==> config.mk <==
export PLATFORM = sky130hd
export DESIGN_NAME = seq_detect_prog_flat
export DESIGN_NICKNAME = d
export VERILOG_FILES = /design/src/rtl/seq_detect_prog_if.sv /design/src/rtl/seq_detect_prog.sv /design/src/flat_wrapper.sv
export SDC_FILE = /design/constraint.sdc
export NUM_CORES = 1
export LEC_CHECK = 0
export CAP_MARGIN = 30
export CELL_PAD_IN_SITES_DETAIL_PLACEMENT = 1
export CELL_PAD_IN_SITES_GLOBAL_PLACEMENT = 1
export CORE_MARGIN = 3
export CORE_UTILIZATION = 30
export CTS_CLUSTER_SIZE = 30
export DETAILED_ROUTE_END_ITERATION = 6
export DONT_BUFFER_PORTS = 1
export GPL_ROUTABILITY_DRIVEN = 1
export PLACE_DENSITY = 0.58
export SYNTH_ARGS = -nofsm -noshare
export SYNTH_HDL_FRONTEND = slang
export SYNTH_SLANG_ARGS = --single-unit
==> constraint.sdc <==
create_clock -name clk -period 5.4 [get_ports clk]
set_input_delay 0.54 -clock clk [delete_from_list [all_inputs] [get_ports clk]]
set_output_delay 0.54 -clock clk [all_outputs]
set_load 0.05 [all_outputs]
==> src/rtl/seq_detect_prog_if.sv <==
// Bus interface for the programmable serial pattern detector.
// Carries the serial bit stream, the configuration load port and the
// detector results. The master side feeds bits and configuration; the
// slave side is the detector itself.
interface seq_detect_prog_if #(
    parameter int MAX_LEN = 8,
    parameter int CNT_W   = 8
);
    localparam int LW = $clog2(MAX_LEN + 1);

    logic               en;
    logic               in;
    logic               cfg_load;
    logic [MAX_LEN-1:0] cfg_pattern;
    logic [LW-1:0]      cfg_len;
    logic               cfg_overlap;
    logic               out;
    logic [CNT_W-1:0]   match_cnt;
    logic               cfg_err;

    modport master (
        output en, in, cfg_load, cfg_pattern, cfg_len, cfg_overlap,
        input  out, match_cnt, cfg_err
    );

    modport slave (
        input  en, in, cfg_load, cfg_pattern, cfg_len, cfg_overlap,
        output out, match_cnt, cfg_err
    );
endinterface

==> src/rtl/seq_detect_prog.sv <==
// Programmable serial pattern detector.
// Shifts one bit per enabled cycle into a history register and compares
// the newest len bits against a runtime-loaded pattern. Produces a
// one-cycle registered match pulse and a saturating match counter.
// Out of reset it detects "0011" with overlapping matches, so it is a
// drop-in replacement for the old fixed detector.
module seq_detect_prog #(
    parameter int                 MAX_LEN     = 8,
    parameter int                 CNT_W       = 8,
    parameter logic [MAX_LEN-1:0] DEF_PATTERN = 8'b0000_0011,
    parameter int                 DEF_LEN     = 4
) (
    input  logic              clk,
    input  logic              clr,
    seq_detect_prog_if.slave  bus
);
    localparam int LW = $clog2(MAX_LEN + 1);

    localparam logic [0:0] ST_RUN  = 1'b0;
    localparam logic [0:0] ST_HALT = 1'b1;

    logic [MAX_LEN-1:0] r_hist;
    logic [LW-1:0]      r_fill;
    logic [MAX_LEN-1:0] r_pat;
    logic [LW-1:0]      r_len;
    logic               r_ovl;
    logic [0:0]         r_state;
    logic               r_out;
    logic [CNT_W-1:0]   r_cnt;
    logic               r_err;

    logic [MAX_LEN-1:0] w_hist_nxt;
    logic [LW-1:0]      w_fill_inc;
    logic [MAX_LEN-1:0] w_mask;
    logic               w_hit;
    logic               w_len_ok;
    logic               w_cnt_full;

    assign w_hist_nxt = {r_hist[MAX_LEN-2:0], bus.in};
    assign w_len_ok   = (bus.cfg_len != {LW{1'b0}}) &&
                        (bus.cfg_len <= LW'(MAX_LEN));
    assign w_cnt_full = &r_cnt;

    // Next fill level, compare mask and match decision for the incoming bit.
    always_comb begin
        w_fill_inc = r_fill;
        w_mask     = {MAX_LEN{1'b0}};
        w_hit      = 1'b0;
        if (r_fill >= r_len) begin
            w_fill_inc = r_len;
        end else begin
            w_fill_inc = r_fill + LW'(1);
        end
        // Only the newest len bits take part in the comparison.
        for (int i = 0; i < MAX_LEN; i++) begin
            w_mask[i] = (i < int'(r_len));
        end
        if ((w_fill_inc == r_len) &&
            (((w_hist_nxt ^ r_pat) & w_mask) == {MAX_LEN{1'b0}})) begin
            w_hit = 1'b1;
        end else begin
            w_hit = 1'b0;
        end
    end

    // Configuration, history, match pulse and counter state.
    always_ff @(posedge clk) begin
        if (clr) begin
            r_pat   <= DEF_PATTERN;
            r_len   <= LW'(DEF_LEN);
            r_ovl   <= 1'b1;
            r_hist  <= {MAX_LEN{1'b0}};
            r_fill  <= {LW{1'b0}};
            r_out   <= 1'b0;
            r_cnt   <= {CNT_W{1'b0}};
            r_err   <= 1'b0;
            r_state <= ST_RUN;
        end else if (bus.cfg_load) begin
            // A load restarts detection; the bit presented this cycle is dropped.
            r_hist <= {MAX_LEN{1'b0}};
            r_fill <= {LW{1'b0}};
            r_out  <= 1'b0;
            r_cnt  <= {CNT_W{1'b0}};
            if (w_len_ok) begin
                r_pat   <= bus.cfg_pattern;
                r_len   <= bus.cfg_len;
                r_ovl   <= bus.cfg_overlap;
                r_err   <= 1'b0;
                r_state <= ST_RUN;
            end else begin
                // Illegal length: keep the old configuration but stop detecting.
                r_err   <= 1'b1;
                r_state <= ST_HALT;
            end
        end else begin
            case (r_state)
                ST_RUN: begin
                    if (bus.en) begin
                        r_hist <= w_hist_nxt;
                        if (w_hit) begin
                            r_out <= 1'b1;
                            if (!w_cnt_full) begin
                                r_cnt <= r_cnt + CNT_W'(1);
                            end else begin
                                r_cnt <= r_cnt;
                            end
                            // Non-overlapping mode needs len fresh bits after a match.
                            if (r_ovl) begin
                                r_fill <= w_fill_inc;
                            end else begin
                                r_fill <= {LW{1'b0}};
                            end
                        end else begin
                            r_out  <= 1'b0;
                            r_fill <= w_fill_inc;
                        end
                    end else begin
                        r_out <= 1'b0;
                    end
                end
                ST_HALT: begin
                    r_out <= 1'b0;
                end
                default: begin
                    r_out   <= 1'b0;
                    r_state <= ST_HALT;
                end
            endcase
        end
    end

    assign bus.out       = r_out;
    assign bus.match_cnt = r_cnt;
    assign bus.cfg_err   = r_err;
endmodule

==> src/flat_wrapper.sv <==
// flat-port wrapper written by rule: the top's interface ports become plain ports
module seq_detect_prog_flat 
#(
    parameter int                 MAX_LEN     = 8,
    parameter int                 CNT_W       = 8,
    parameter logic [MAX_LEN-1:0] DEF_PATTERN = 8'b0000_0011,
    parameter int                 DEF_LEN     = 4
)
  (clk, clr, bus_en, bus_in, bus_cfg_load, bus_cfg_pattern, bus_cfg_len, bus_cfg_overlap, bus_out, bus_match_cnt, bus_cfg_err);
  seq_detect_prog_if #(.MAX_LEN(MAX_LEN), .CNT_W(CNT_W)) bus_i ();
  input  logic clk;
  input  logic clr;
  input wire logic [$bits(bus_i.en)-1:0] bus_en;
  input wire logic [$bits(bus_i.in)-1:0] bus_in;
  input wire logic [$bits(bus_i.cfg_load)-1:0] bus_cfg_load;
  input wire logic [$bits(bus_i.cfg_pattern)-1:0] bus_cfg_pattern;
  input wire logic [$bits(bus_i.cfg_len)-1:0] bus_cfg_len;
  input wire logic [$bits(bus_i.cfg_overlap)-1:0] bus_cfg_overlap;
  output wire logic [$bits(bus_i.out)-1:0] bus_out;
  output wire logic [$bits(bus_i.match_cnt)-1:0] bus_match_cnt;
  output wire logic [$bits(bus_i.cfg_err)-1:0] bus_cfg_err;
  assign bus_i.en = bus_en;
  assign bus_i.in = bus_in;
  assign bus_i.cfg_load = bus_cfg_load;
  assign bus_i.cfg_pattern = bus_cfg_pattern;
  assign bus_i.cfg_len = bus_cfg_len;
  assign bus_i.cfg_overlap = bus_cfg_overlap;
  assign bus_out = bus_i.out;
  assign bus_match_cnt = bus_i.match_cnt;
  assign bus_cfg_err = bus_i.cfg_err;
  seq_detect_prog #(.MAX_LEN(MAX_LEN), .CNT_W(CNT_W), .DEF_PATTERN(DEF_PATTERN), .DEF_LEN(DEF_LEN)) u_core (.clk(clk), .clr(clr), .bus(bus_i));
endmodule
==> impl.org <==
** Clocking
- TritonCTS built the clock tree.
- In this run the deepest clock path goes through 2 buffers.
- # resized after CTS :: 0
- Buffers inserted by post-CTS timing repair :: 0
- The number of clock buffers added by TritonCTS is 5.
- Clock root buffer :: sky130_fd_sc_hd__clkbuf_8
- CTS built an H-tree with a depth of 2.
- Clock latency of the later-clocked register in the worst-skew pair :: 0.29 ns
- # hold bufs at CTS :: 0
- CTS clk-pin slew, worst paths :: 0.07 ns
- Clk sinks :: 34

** Logic synthesis
- The biggest area contributor in the post-synthesis netlist is sky130_fd_sc_hd__dfxtp_1.
- Mean instance size in the synthesized netlist :: about 8.3 µm²
- Count of different cell masters after synthesis :: 42
- Largest cells by area after synthesis :: sky130_fd_sc_hd__dfxtp_1, sky130_fd_sc_hd__a21oi_1, sky130_fd_sc_hd__xnor2_1
- Total standard cell area after synthesis :: between 1500 and 2000 µm²
- The cell count after synthesis came out at 220.
- The synthesized design contains 0 enable-type register cells.
- Synthesis inferred 34 register bits.
- Fraction of the yosys area taken by sequential cells :: between 30% and 40%
- Asr flop ratio synth :: 0%
- Share of the synthesized area in the top cell type :: a little under two fifths
- Yosys warning total :: 0
- Ranked by instance count, the synthesized netlist is headed by sky130_fd_sc_hd__dfxtp_1, sky130_fd_sc_hd__nand2_1, sky130_fd_sc_hd__a21oi_1.
- The number of nets handed over by synthesis was 244.
- Most common cell in the netlist :: sky130_fd_sc_hd__dfxtp_1
- The most used flip-flop cell after synthesis is sky130_fd_sc_hd__dfxtp_1.

** Die
- Measured along the y axis, the die boundary spans 83.9 µm.
- Chip width :: roughly 84 µm
- Die outline area :: 7030 µm²
- Pin placement for this block handled 28 I/O pins.
- Placement row count :: 27
- Total core area :: ~5700 µm²
- Starting Density :: about 32%

** Timing
- Worst-case hold slack :: 0.316 ns
- Sum Neg Setup Slack :: 0 ns
- The final max-slew violation count came to 0.
- Total setup violations reported at the end of the flow :: 0
- The number of hold violations in the final report came to 0.
- Least-Margin Pin Slew :: approximately 0.73 ns
- Clock skew after layout :: roughly 0.0039 ns
- Derived from the worst setup path, the maximum achievable clock frequency is about 0.34 GHz.
- Setup repair after global routing missed its margin :: no
- Subtracting the final worst setup slack from the clock period gives between 2 and 3 ns.
- Dividing the final minimum period by the clock period gives a little over half.
- Worst Setup Slack, final :: 2.48 ns
- The worst pin sits at a relative slew slack of between 50% and 60%.

** Worst hold path
- The path class of the tightest hold or removal check is in -> reg.

** Cells and area
- In the final layout, flip-flops and latches occupy 681 µm².
- Inserted Diodes :: 0
- Layout fillers :: 683
- The post-route netlist has 6.02% of its cells at a drive strength greater than 1.
- Measured on the finished design, the core utilization comes to about a third.
- The final layout contains 239 nets.
- Layout Area Growth over Synthesis :: 7.63%
- Summing all multi-input logic gate instances after layout gives roughly 1100 µm².

** Outcome
- Outcome :: complete, no violations

** Placed design
- Worst slack, placed :: about 2.5 ns
- The congestion estimate from routability-driven global placement came to 0.793.
- Detailed placement ended at an HPWL of between 3000 and 4000 µm.
- # port buffers :: 0

** Routing
- Top metal layer carrying routed signals :: met4
- The first TritonRoute pass finished after 4 iterations.
- The routed layout has 1520 vias.
- DRC violations left :: 0
- The detailed router finished its first iteration with 92 violations.
- Final routed wire length divided by cell count :: approximately 16 µm
- Final routed wirelength across all metal layers :: roughly 4700 µm
- DR WL met2 :: around 2200 µm
- The detail route stage leaves a number of antenna-violating nets equal to 0.
- In the routed layout, each cell is associated on average with a via count of between 5 and 6.
- Wire segments on met3 add up to 169 µm in the final route.
- In the final routing, the length of wire on met1 measures roughly 2200 µm.

** GRT
- Overall overflow remaining after global route :: 0
- Global-route total usage across every layer :: 14.1%
- Largest net degree at the start of global routing :: 19
- Number of antenna violations at the first check in global routing :: 0
- The first global-routing pass estimated ~8000 µm of wire.
- The via count of the first global-routing pass is about 1600.

** Worst setup path
- Setup crit end kind :: flip-flop
- Crit-path max FO :: 16
- The critical path in this run is classified as reg -> reg.
- CP required :: 5.61 ns
- The worst setup path is launched from a flip-flop.
- WP data arrival :: around 3.1 ns

** Pwr
- Max VDD drop :: ~0.00015 V
- In this run the static leakage power is about 0.7 nW.
- In this run the power density over the cells is between 200 and 300 nW/µm².

** Job
- Reported max-cap violation count :: 0
## layer usage
| layer | track usage (%) | vias up |
|---|---|---|
| li1 | - | 775 |
| met5 | 0 | - |
| met4 | 3.95 | 0 |
| met1 | 18.7 | 722 |
| met3 | 3.36 | 5 |
| met2 | 22.8 | 18 |
## sequential cells by signal (all words and copies together), names as in the netlist
register              cells
u_core.r_ovl              1
u_core.r_fill             4
u_core.r_pat              8
u_core.bus.out            1
u_core.r_len              4
u_core.r_hist             7
u_core.r_state            1
u_core.bus.match_cnt      8
## report_power, final
part / internal, W / switching [W] / total, W / leakage (nW)
Combinational: 0.0000238 / 0.0000325 / 0.0000562 / 0.366
Clock: 0.000103 / 0.000100 / 0.000203 / 0.0472
Sequential: 0.000258 / 0.0000111 / 0.000269 / 0.276
## placed cells by master, fill, tap and decap left out, types with 2 or more instances in the layout
| cell type | instances |
|---|---|
| sky130_fd_sc_hd__dfxtp_1 | 34 |
| sky130_fd_sc_hd__nand2_1 | 24 |
| sky130_fd_sc_hd__a21oi_1 | 21 |
| sky130_fd_sc_hd__nor2_1 | 16 |
| sky130_fd_sc_hd__xnor2_1 | 12 |
| sky130_fd_sc_hd__nand3_1 | 11 |
| sky130_fd_sc_hd__mux2i_1 | 10 |
| sky130_fd_sc_hd__inv_1 | 8 |
| sky130_fd_sc_hd__o21ai_0 | 8 |
| sky130_fd_sc_hd__ha_1 | 6 |
| sky130_fd_sc_hd__clkbuf_8 | 6 |
| sky130_fd_sc_hd__o211ai_1 | 5 |
| sky130_fd_sc_hd__and3_1 | 4 |
| sky130_fd_sc_hd__o31ai_1 | 4 |
| sky130_fd_sc_hd__or4_1 | 4 |
| sky130_fd_sc_hd__nor4_1 | 3 |
| sky130_fd_sc_hd__nand2b_1 | 3 |
| sky130_fd_sc_hd__nor2b_1 | 3 |
| sky130_fd_sc_hd__a211o_1 | 3 |
| sky130_fd_sc_hd__o21ai_1 | 3 |
| sky130_fd_sc_hd__o22ai_1 | 2 |
| sky130_fd_sc_hd__xor2_1 | 2 |
| sky130_fd_sc_hd__nor3_1 | 2 |
| sky130_fd_sc_hd__nand4b_1 | 2 |
| sky130_fd_sc_hd__or3_1 | 2 |
## critical path, cell delays in order (launching register included)
cell and delay, ns:
sky130_fd_sc_hd__dfxtp_1 0.50, sky130_fd_sc_hd__inv_1 0.14, sky130_fd_sc_hd__ha_1 0.30, sky130_fd_sc_hd__o21ai_0 0.09
sky130_fd_sc_hd__nor2b_1 0.16, sky130_fd_sc_hd__o211ai_1 0.21, sky130_fd_sc_hd__or4b_1 0.72, sky130_fd_sc_hd__or4_1 0.59
sky130_fd_sc_hd__a21oi_1 0.16
## path summary, 6_finish.rpt
kind                    start                       to  slack (ns)  depth (start not counted)
max           u_core.r_len[3]  u_core.bus.match_cnt[3]        2.48                          8
min                       clr          u_core.r_len[0]        0.32                          1
max reg2reg   u_core.r_len[3]  u_core.bus.match_cnt[3]        2.48                          8
min reg2reg  u_core.r_hist[6]         u_core.r_hist[6]        0.48                          2
## cell families after synthesis
family          count (synthesis)  share of synthesized area [%]
xor+xnor                       14                           6.74
mux                            11                           6.12
simple gates                   81                           23.1
fa+ha+maj                       6                           4.13
flops                          34                           37.4
compound gates                 53                           17.9
buf+inv                        21                           4.61
## layout make-up
| class | instances | share of cell area (%) |
|---|---|---|
| inverter | 8 | 1.53 |
| multi-input combinational | 165 | 53.9 |
| sequential | 34 | 34.8 |
| clock buffer | 6 | 4.22 |
| clock inverter | 2 | 0.639 |
| tap | 72 | 4.60 |
| timing repair buffer | 1 | 0.383 |
## through the flow
stage | total power (W) | instance area, µm² | cells
after global routing | 0.000561 | 1960 | 288
final | 0.000528 | 1960 | 288
after floorplan | 0.000321 | 1820 | 220
after CTS | 0.000541 | 1960 | 288
after detailed placement | 0.000332 | 1860 | 280
after global placement | 0.000332 | 1860 | 280
No activity file was read; power rests on OpenSTA's default activity.
